==> src/rtl/vision_test_ctrl.sv <==
// E-chart vision test sequencer.
// Steps the acuity level from 4.0 to 5.3 and draws a random E direction for
// each trial. Each trial ends on a key response or a timeout. The final result
// is held for the display scanner until the next start.
//
//   state | meaning
//   IDLE  | after reset, waiting for the first start
//   SHOW  | symbol on screen, timer running, waiting for a response
//   JUDGE | score the trial, then pick next trial / next level / result
//   DONE  | result held on vision_bcd, done=1
//
// rst_n is active-high, despite its name.
module vision_test_ctrl #(
  parameter int          N_TRIALS    = 4,
  parameter int          PASS_CNT    = 3,
  parameter int          TIMEOUT_CYC = 250000000,
  parameter logic [7:0]  LFSR_SEED   = 8'hA5
) (
  input  logic       clk,
  input  logic       rst_n,
  input  logic       start,
  input  logic       resp_valid,
  input  logic [1:0] resp_dir,
  output logic [7:0] vision_bcd,
  output logic       ctr_signal,
  output logic [1:0] dir,
  output logic       trial_start,
  output logic       done,
  output logic       below_range
);

  localparam logic [1:0] S_IDLE  = 2'd0;
  localparam logic [1:0] S_SHOW  = 2'd1;
  localparam logic [1:0] S_JUDGE = 2'd2;
  localparam logic [1:0] S_DONE  = 2'd3;

  localparam int TW = (TIMEOUT_CYC > 1) ? $clog2(TIMEOUT_CYC) : 1;

  localparam logic [7:0] LVL_MIN = 8'h40;
  localparam logic [7:0] LVL_MAX = 8'h53;
  localparam logic [7:0] BLANK   = 8'hFF;

  logic [1:0]    state_q, state_d;
  logic [7:0]    level_q, level_d;
  logic [3:0]    trial_q, trial_d;
  logic [3:0]    correct_q, correct_d;
  logic [3:0]    wrong_q, wrong_d;
  logic [TW-1:0] timer_q, timer_d;
  logic          hit_q, hit_d;
  logic [7:0]    lfsr_q, lfsr_d;
  logic [7:0]    vision_q, vision_d;
  logic          ctr_q, ctr_d;
  logic [1:0]    dir_q, dir_d;
  logic          ts_q, ts_d;
  logic          done_q, done_d;
  logic          below_q, below_d;

  logic [3:0]    trial_n, correct_n, wrong_n;

  function automatic logic [7:0] bcd_inc(input logic [7:0] v);
    return (v[3:0] == 4'd9) ? {v[7:4] + 4'd1, 4'd0} : {v[7:4], v[3:0] + 4'd1};
  endfunction

  function automatic logic [7:0] bcd_dec(input logic [7:0] v);
    return (v[3:0] == 4'd0) ? {v[7:4] - 4'd1, 4'd9} : {v[7:4], v[3:0] - 4'd1};
  endfunction

  assign trial_n   = trial_q + 4'd1;
  assign correct_n = correct_q + {3'd0, hit_q};
  assign wrong_n   = wrong_q + {3'd0, ~hit_q};

  // Next-state logic: start overrides everything, otherwise step the FSM
  always_comb begin
    state_d   = state_q;
    level_d   = level_q;
    trial_d   = trial_q;
    correct_d = correct_q;
    wrong_d   = wrong_q;
    timer_d   = timer_q;
    hit_d     = hit_q;
    vision_d  = vision_q;
    ctr_d     = ctr_q;
    dir_d     = dir_q;
    ts_d      = 1'b0;
    done_d    = done_q;
    below_d   = below_q;
    lfsr_d    = {lfsr_q[6:0], lfsr_q[7] ^ lfsr_q[5] ^ lfsr_q[4] ^ lfsr_q[3]};

    if (start) begin
      state_d   = S_SHOW;
      level_d   = LVL_MIN;
      vision_d  = LVL_MIN;
      trial_d   = 4'd0;
      correct_d = 4'd0;
      wrong_d   = 4'd0;
      timer_d   = '0;
      hit_d     = 1'b0;
      ctr_d     = 1'b1;
      done_d    = 1'b0;
      below_d   = 1'b0;
      dir_d     = lfsr_q[1:0];
      ts_d      = 1'b1;
    end else begin
      case (state_q)
        S_SHOW: begin
          timer_d = timer_q + TW'(1);
          if (resp_valid) begin
            state_d = S_JUDGE;
            hit_d   = (resp_dir == dir_q);
          end else if (timer_q == TW'(TIMEOUT_CYC - 1)) begin
            state_d = S_JUDGE;
            hit_d   = 1'b0;
          end
        end
        S_JUDGE: begin
          trial_d   = trial_n;
          correct_d = correct_n;
          wrong_d   = wrong_n;
          if (wrong_n > 4'(N_TRIALS - PASS_CNT)) begin
            // Failing is decided as soon as passing becomes impossible.
            state_d = S_DONE;
            ctr_d   = 1'b0;
            done_d  = 1'b1;
            if (level_q == LVL_MIN) begin
              vision_d = BLANK;
              below_d  = 1'b1;
            end else begin
              vision_d = bcd_dec(level_q);
            end
          end else if (trial_n == 4'(N_TRIALS) && level_q == LVL_MAX) begin
            state_d  = S_DONE;
            ctr_d    = 1'b0;
            done_d   = 1'b1;
            vision_d = LVL_MAX;
          end else begin
            if (trial_n == 4'(N_TRIALS)) begin
              level_d   = bcd_inc(level_q);
              vision_d  = bcd_inc(level_q);
              trial_d   = 4'd0;
              correct_d = 4'd0;
              wrong_d   = 4'd0;
            end
            state_d = S_SHOW;
            timer_d = '0;
            dir_d   = lfsr_q[1:0];
            ts_d    = 1'b1;
          end
        end
        default: ;
      endcase
    end
  end

  // State and output registers with asynchronous reset
  always_ff @(posedge clk or posedge rst_n) begin
    if (rst_n) begin
      state_q   <= S_IDLE;
      level_q   <= LVL_MIN;
      trial_q   <= 4'd0;
      correct_q <= 4'd0;
      wrong_q   <= 4'd0;
      timer_q   <= '0;
      hit_q     <= 1'b0;
      lfsr_q    <= LFSR_SEED;
      vision_q  <= LVL_MIN;
      ctr_q     <= 1'b0;
      dir_q     <= LFSR_SEED[1:0];
      ts_q      <= 1'b0;
      done_q    <= 1'b0;
      below_q   <= 1'b0;
    end else begin
      state_q   <= state_d;
      level_q   <= level_d;
      trial_q   <= trial_d;
      correct_q <= correct_d;
      wrong_q   <= wrong_d;
      timer_q   <= timer_d;
      hit_q     <= hit_d;
      lfsr_q    <= lfsr_d;
      vision_q  <= vision_d;
      ctr_q     <= ctr_d;
      dir_q     <= dir_d;
      ts_q      <= ts_d;
      done_q    <= done_d;
      below_q   <= below_d;
    end
  end

  assign vision_bcd  = vision_q;
  assign ctr_signal  = ctr_q;
  assign dir         = dir_q;
  assign trial_start = ts_q;
  assign done        = done_q;
  assign below_range = below_q;

endmodule

==> config.mk <==
export PLATFORM = sky130hd
export DESIGN_NAME = vision_test_ctrl
export DESIGN_NICKNAME = d
export VERILOG_FILES = /design/src/rtl/vision_test_ctrl.sv
export SDC_FILE = /design/constraint.sdc
export NUM_CORES = 1
export LEC_CHECK = 0
export ABC_CLOCK_PERIOD_IN_PS = 7250
export BUFFER_PORTS_ARGS = -buffer_cell sky130_fd_sc_hd__buf_2
export CORE_MARGIN = 10
export CORE_UTILIZATION = 68
export CTS_BUF_LIST = sky130_fd_sc_hd__clkbuf_4
export DETAILED_ROUTE_END_ITERATION = 6
export GPL_ROUTABILITY_DRIVEN = 0
export HOLD_SLACK_MARGIN = 0.05
export MAX_ROUTING_LAYER = met4
export PLACE_DENSITY = 0.86
export SETUP_SLACK_MARGIN = 0.3
export SLEW_MARGIN = 0
export SYNTH_ARGS = -nofsm -noshare
export SYNTH_HDL_FRONTEND = slang
export SYNTH_SLANG_ARGS = --single-unit
==> constraint.sdc <==
create_clock -name clk -period 7.25 [get_ports clk]
set_input_delay 0 -clock clk [delete_from_list [all_inputs] [get_ports clk]]
set_output_delay 0 -clock clk [all_outputs]
set_load 0.1 [all_outputs]
[After elaboration in Yosys (flattened, before gate mapping)]
Cells that the tools add are included.
Storage, ports and cells
  bits in registers: 69
  output and inout bits: 14
Operators by class
  $add $sub $neg: 7
  magnitude comparators: 1
  equality and inequality tests: 13
  muxes and demuxes: 56
  bitwise logic cells: 4
  reductions and logical operators: 19
Operator list (count)
  $mux 8: 12
  $mux 28: 3
  $pmux 28 s2: 1
  $mux 4: 10
  $add 28x1->28 const B: 1
  $eq 28x28->1 const B: 1
  $mux 1: 20
  $mux 2: 9
  $eq 8x7->1 const B: 2
  $add 4x1->4 const B: 3
  $reduce_bool 2->1: 5
  $reduce_and 3->1: 3
  $reduce_bool 3->1: 3
  $reduce_and 2->1: 4
  $sub 4x1->4 const B: 2
  $ne 3x3->1 const B: 2
  $add 4x1->4: 1
  $eq 4x3->1 const B: 1
  $eq 4x4->1 const B: 1
  $gt 4x1->1 const B: 1
  $logic_not 4->1: 1
  $ne 2x2->1 const B: 2
  $ne 4x4->1 const B: 1
  $pmux 2 s2: 1
  other kinds (8): 10

[Depth between registers and ports, before layout]
Gate-level depths: netlist (run 1).
  depth after elaboration: 7
  gate-level depth with buffers: 10

[Worst setup path before layout (run 1)]
OpenSTA, ideal clock, no wires.
  path kind: register to register
  from: register wrong_q[0]
  to: register level_q[7]
  library setup time: 0.078 ns
  data arrival time: 2.569 ns
  data required time: 7.172 ns
  path slack: 4.603 ns
  cell stages (with the launch flop): 10
  path buffers: 1
  clock period less this slack: 2.647 ns
  cell sequence: dfrtp_1 ha_1 ha_1 or4_4 o31ai_4 nand2_4 or3_1 buf_2 or3_1 a21oi_1
On the way
  cells in the longest elaborated chain, start to end: 4
RTL lines
  from (decl): line 47  | logic [3:0] wrong_q, wrong_d;
  from (signal assigned): line 176  | wrong_q <= wrong_d;
  $add 4x1->4: line 70  | assign wrong_n = wrong_q + {3'd0, ~hit_q};
  $gt 4x1->1: line 119  | if (wrong_n > 4'(N_TRIALS - PASS_CNT)) begin
  $ne 2x2->1 (no source line)
  $reduce_and 4->1 (no source line)
  to (signal assigned): line 173  | level_q <= level_d;
  to (decl): line 44  | logic [7:0] level_q, level_d;
No other way between the ends.
A chain may end at the register's enable or synchronous reset.

[Final worst setup path (run 1)]
  from: register wrong_q[0]
  to: register dir_q[1], in the netlist dir[1]
On the way
  cells in the longest elaborated chain, start to end: 4
RTL lines
  $add 4x1->4: line 70
  $gt 4x1->1: line 119
  $ne 2x2->1 (no source line)
  $reduce_and 3->1 (no source line)
  to (signal assigned): line 167  | dir_q <= LFSR_SEED[1:0];
  to (signal assigned): line 182  | dir_q <= dir_d;
  to (decl): line 53  | logic [1:0] dir_q, dir_d;
No other way between the ends.

==> results.toml, run 1 <==
[timing]
fin_setup_tns_ns = 0
min_period_over_period = 0.462
hold_viol_final = 0
final_max_slew_viol_count = 0
finClkSkew_ns = 0.0180
slew_headroom = 0.282
rsz0062_at_grt = "no"
worst_pin_slew_ns = 1.08
fmax_mhz = 298
fin_crit_ns = 3.35
setup_viol = 0

[grt]
antenna_found_initial = 0
grt_pass1_vias = 2907
overflow = 0
grt_usage = 0.191
grt_pass1_wl_mm = 13.3
grt_max_degree = 70

[finish]
final_cell_mix = "dfrtp_1 (62), nor2_1 (59), nand2_1 (37), a21oi_1 (23), xor2_1 (20)"
instances_no_fill = 491
syn2layout_area_growth_pct = 8.34
multi_input_area_mm2 = 0.00187
regArea_mm2 = 0.00174
final_core_util = 0.774
diodes = 0
final_common_cell = "dfrtp_1"
nFillCells = 374
finalNetCount = 434
drive_above_1_share = 0.126

[floorplan]
rows = 26
initial_core_util = 0.715
die_y_um = 94.0
die_w_um = 94.0
coreArea_mm2 = 0.00520
design.portCount = 20
dieArea_mm2 = 0.00883

[setup_path]
cp_slowest_stage_delay_ns = 0.88
worstReg2RegEnd = "dir[1]"
ff2ff_setup_slack_ns = 3.90
cp_max_fo = 26
cpLargestDelayFamily = "compound AO/OA/AOI/OAI gates"
path_buf_inv = 0
cp_common_cell = "ha_1"
crit_path_end_kind = "flop"
critical_path_arrival_ns = 3.65
worstSetupPathType = "flop to flop"
rr_worst_depth = 7
timing.rr.start = "wrong_q[0]"
cp_cell_sequence = "ha_1 > ha_1 > nand3b_1 > o31ai_4 > nand2_4 > o21bai_2 > mux2_2"
worst_setup_path_start_kind = "flop"
slowest_stage = "o21bai_2"
worst-path-stages = 7
cp.required_ns = 7.55

[worst_hold_path]
hold_start = "resp_dir[0]"
hold_end = "hit_q"
min_path_type = "input port to flop"
holdPathStages = 5

[route]
drtAntennaViolNets = 0
vias = 2993
drc = 0
avgRoutedWirePerCell_um = 15.5
first_pass_iters = 5
drt-total-wl_mm = 7.61
drt_iter0_markers = 225
via_per_inst = 6.10

[synth]
synth_seq_cells = 69
ys.flop_type = "dfrtp_1"
yosys_warnings = 0
synth_edf_count = 0
syn_area_per_cell_um2 = 9.30
synth.distinct_cells = 57
synth_seq_area_share = 0.467
synthesis.nets = 418
netlist_instances = 400
syn_area_mm2 = 0.00372
async_flop_share = 1.00

[clock_tree]
root_buffer = "clkbuf_4"
numCtsBuffers = 9
clockBufferDepth = 2
cts_repair_resize_count = 0
cts_sinks = 69
h-tree-depth = 3
clk_latency_ns = 0.41
tritoncts = "yes"
clk_pin_slew_ns = 0.11

[job]
drv_cap = 0

[run_status]
outcome = "finished clean"

[power_and_ir_drop]
power_density_mw_per_mm2 = 182
leakagePower_nw = 1.75
max-vdd-ir-drop_mv = 0.154

[placed_design]
dp.cells = 473
port_buffers = 19
dp_hpwl_mm = 5.10
==> cell type report <==
cell class / count / share of cell area
clock inverter: 6 / 0.0214
timing repair buffer: 22 / 0.0304
inverter: 15 / 0.0140
tap: 70 / 0.0217
multi-input combinational: 299 / 0.463
sequential: 69 / 0.431
clock buffer: 10 / 0.0186
==> Yosys cell counts (3+ instances only) <==
library cell	count	share of area
dfrtp_1	62	0.42
nor2_1	59	0.060
nand2_1	37	0.037
a21oi_1	23	0.031
xor2_1	20	0.047
nand3_1	17	0.023
xnor2_1	17	0.040
inv_1	15	0.015
nand4_1	15	0.025
o21ai_0	15	0.020
clkbuf_1	13	0.013
ha_1	12	0.040
dfstp_2	7	0.049
nor2b_1	7	0.012
nor3_1	6	0.0081
and3_1	4	0.0067
mux2i_1	4	0.011
nand2b_1	4	0.0067
a211oi_1	3	0.0061
a21o_1	3	0.0061
buf_1	3	0.0030
nor4_1	3	0.0050
nor4b_1	3	0.0071
or2_2	3	0.0050
or3_1	3	0.0050
==> routing by layer <==
layer / global-route usage / share of wire
met1: 0.250 / 0.47
met2: 0.278 / 0.45
met3: 0.0368 / 0.063
met5: - / 0
met4: 0.0873 / 0.018
==> cells by family after synthesis <==
group | synth area share
buffers and inverters | 0.0326
muxes | 0.0168
xor gates and xnor gates | 0.0871
DFF | 0.467
and+or+nand+nor | 0.228
adders and majority gates | 0.0404
AOI/OAI and AO/OA | 0.128
==> through the flow <==
step / setup WS, ns / area (um^2) / hold slack, ns / power [mW]
after floorplan: 4.60 / 3720 / 0.163 / 0.443
after global placement: 4.02 / 3850 / 0.292 / 0.453
after detailed placement: 3.93 / 3850 / 0.301 / 0.455
after CTS: 3.91 / 4030 / 0.0639 / 0.736
after global routing: 3.66 / 4030 / 0.117 / 0.758
final: 3.90 / 4030 / 0.0714 / 0.732
==> report_power, final <==
group	internal (mW)	switching [mW]
Sequential	0.390	0.00714
Clock	0.144	0.140
Combinational	0.0149	0.0365
Total	0.549	0.183
==> worst min-delay path: cells and delay by family <==
| kind | cells | cell delay (ns) |
|---|---|---|
| buf+inv | 1 | 0.08 |
| simple gates | 2 | 0.23 |
| compound gates | 1 | 0.08 |
| xor+xnor | 1 | 0.05 |
==> how the worst max path moves through the flow <==
stage | from | end | slack (ns)
6_report | wrong_q[0] | dir[1] | 3.90
2_1_floorplan | wrong_q[0] | level_q[7] | 4.60
5_1_grt | wrong_q[0] | dir[1] | 3.66
4_1_cts | wrong_q[0] | dir[1] | 3.91
3_5_place_dp | wrong_q[0] | dir[1] | 3.93
3_3_place_gp | wrong_q[0] | dir[1] | 4.02
==> registers in the layout, indices dropped and copies added (netlist names), 2 cells and up <==
register / cells
vision_bcd: 8
dir: 2
lfsr_q: 8
wrong_q: 4
trial_q: 4
timer_q: 28
level_q: 8
state_q: 2
==> what timing repair did <==
| item | 4_1_cts | 5_1_grt |
|---|---|---|
| hold endpoints to repair | 64 | 0 |
| buffers inserted | 0 | 0 |
| hold buffers | 2 | 0 |
Note: power is estimated with default switching activity, not from simulation.
==> run 2, diff against run 1 <==
--- a/config.mk
+++ b/config.mk
@@ -5,16 +5,16 @@
 export SDC_FILE = /design/constraint.sdc
 export NUM_CORES = 1
 export LEC_CHECK = 0
-export ABC_CLOCK_PERIOD_IN_PS = 7250
+export ABC_CLOCK_PERIOD_IN_PS = 2700
 export BUFFER_PORTS_ARGS = -buffer_cell sky130_fd_sc_hd__buf_2
 export CORE_MARGIN = 10
-export CORE_UTILIZATION = 68
+export CORE_UTILIZATION = 57
 export CTS_BUF_LIST = sky130_fd_sc_hd__clkbuf_4
 export DETAILED_ROUTE_END_ITERATION = 6
 export GPL_ROUTABILITY_DRIVEN = 0
 export HOLD_SLACK_MARGIN = 0.05
 export MAX_ROUTING_LAYER = met4
-export PLACE_DENSITY = 0.86
+export PLACE_DENSITY = 0.77
 export SETUP_SLACK_MARGIN = 0.3
 export SLEW_MARGIN = 0
 export SYNTH_ARGS = -nofsm -noshare
==> constraint.sdc (replaced) <==
create_clock -name clk -period 2.7 [get_ports clk]
set_input_delay 0 -clock clk [delete_from_list [all_inputs] [get_ports clk]]
set_output_delay 0 -clock clk [all_outputs]
set_load 0.1 [all_outputs]
==> run 2 against run 1 <==
Clock skew increased by 0.0015 ns. Die area increased by 15%. Count of clock-buffer cells in the layout decreased by 1. Total power increased by 140%. Maximum frequency increased by 40%. Global-route usage decreased by 3.1 points. Hold slack improved by 0.041 ns. Critical path depth increased by 1. Non-clock buffer count increased by 17. First-iteration DRC count decreased by 26%. Largest cell class unchanged.
==> results.toml, run 2 (synthesis gave the netlist of run 1 again) <==
[floorplan]
rows = 29
die_y_um = 101
coreArea_mm2 = 0.00635
die_w_um = 101
initial_core_util = 0.586
dieArea_mm2 = 0.0102
design.portCount = 20

[route]
drc = 0
vias = 2913
drtAntennaViolNets = 0
via_per_inst = 5.66
drt-total-wl_mm = 7.67
first_pass_iters = 5
drt_iter0_markers = 166
avgRoutedWirePerCell_um = 14.9

[finish]
finalNetCount = 451
regMostFlops = "timer_q"
syn2layout_area_growth_pct = 12.1
final_common_cell = "dfrtp_1"
final_cell_mix = "dfrtp_1 (62), nor2_1 (59), nand2_1 (37), a21oi_1 (22), xor2_1 (20)"
largest_reg_flops = 28
diodes = 0
drive_above_1_share = 0.169
instances_no_fill = 515
design_area_mm2 = 0.00417

[power_and_ir_drop]
p_switching_mw = 0.480
leakagePower_nw = 1.80
pwr-share-comb = 0.092
power_density_mw_per_mm2 = 422
clockPowerShare = 0.303
p_sw_frac = 0.273
max-vdd-ir-drop_mv = 0.460
p_int_mw = 1.28
power_frac_seq = 0.605

[grt]
grt_max_degree = 37
overflow = 0
grt_pass1_vias = 2804
antenna_found_initial = 0
grt_pass1_wl_mm = 12.9
grt_usage = 0.160

[placed_design]
postPlaceCellArea_mm2 = 0.00399
dp.cells = 493
port_buffers = 19
dp_hpwl_mm = 5.39

[clock_tree]
h-tree-depth = 3
cts_sinks = 69
clk_pin_slew_ns = 0.12
clockBufferDepth = 2
root_buffer = "clkbuf_4"
tritoncts = "yes"
clk_latency_ns = 0.41
numCtsBuffers = 9

[setup_path]
worstSetupPathType = "flop to flop"
cp_max_fo = 6
cp.required_ns = 3.04
worst_setup_path_start_kind = "flop"
critical_path_arrival_ns = 2.73
crit_path_end_kind = "flop"

[timing]
hold_viol_final = 0
final_max_slew_viol_count = 0
finClkSkew_ns = 0.0196
min_period_over_period = 0.888
hold_slack_ns = 0.112
slew_headroom = 0.511
fmax_mhz = 417
fin_crit_ns = 2.40
worst_pin_slew_ns = 0.732
setup_viol = 0
rsz0062_at_grt = "yes"
fin_setup_tns_ns = 0

[run_status]
outcome = "finished clean"

[worst_hold_path]
min_path_type = "input port to flop"

[job]
drv_cap = 0
[run 2: layout make-up]
class                   count  area, um^2
fillers                   505        2180
multi-input cells         299        1920
flip-flops and latches     69        1740
repair buffers             39         265
well taps                  77        96.3
clock buffers               9        67.6
inverters                  15        56.3
clock inverters             7        32.5
[run 2: worst paths after layout]
| path | from | end | slack, ns | depth (start not counted) |
|---|---|---|---|---|
| hold / removal | start | wrong_q[2] | 0.11 | 3 |
| min in group asynchronous | rst_n | vision_bcd[2] | 0.25 | 3 |
| setup reg to reg | wrong_q[0] | level_q[7] | 0.30 | 8 |
| hold reg to reg | lfsr_q[6] | lfsr_q[7] | 0.37 | 0 |
| setup / recovery | wrong_q[0] | level_q[7] | 0.30 | 8 |
| max in group asynchronous | rst_n | level_q[6] | 1.75 | 4 |
[run 2: critical path, cell delays in order (launching register included)]
cell,delay (ns)
dfrtp_1,0.42
ha_4,0.19
ha_4,0.15
or4_4,0.54
o31ai_4,0.09
nand2_4,0.09
or3_4,0.37
or3_4,0.35
a21oi_2,0.13
[run 2: layer usage]
metal | GRT usage | routed length (um)
met1 | 0.201 | 3630
met2 | 0.246 | 3640
met3 | 0.0316 | 286
met4 | 0.0663 | 114
met5 | - | 0
[run 2: power groups by stage]
stage	sequential, mW	combinational (mW)	clock [mW]
2_1_floorplan	1.09	0.101	0
3_3_place_gp	1.08	0.156	0
5_1_grt	1.07	0.180	0.583
3_5_place_dp	1.08	0.158	0
4_1_cts	1.06	0.163	0.546
6_report	1.06	0.162	0.533
[run 2: through the flow]
stage                     utilization  power, mW  setup slack [ns]
after floorplan                     -       1.19             0.324
after global placement          0.629       1.24             0.322
after detailed placement        0.629       1.24             0.250
after CTS                       0.651       1.77             0.316
after global routing            0.657       1.83             0.253
final                           0.657       1.76             0.304
[run 2: timing repair]
item / CTS / global route
setup buffers: 1 / 2
resized for setup: 1 / 4
hold endpoints to repair: 30 / 0
endpoints found under the setup margin: 1 / 9
hold buffers: 3 / 0
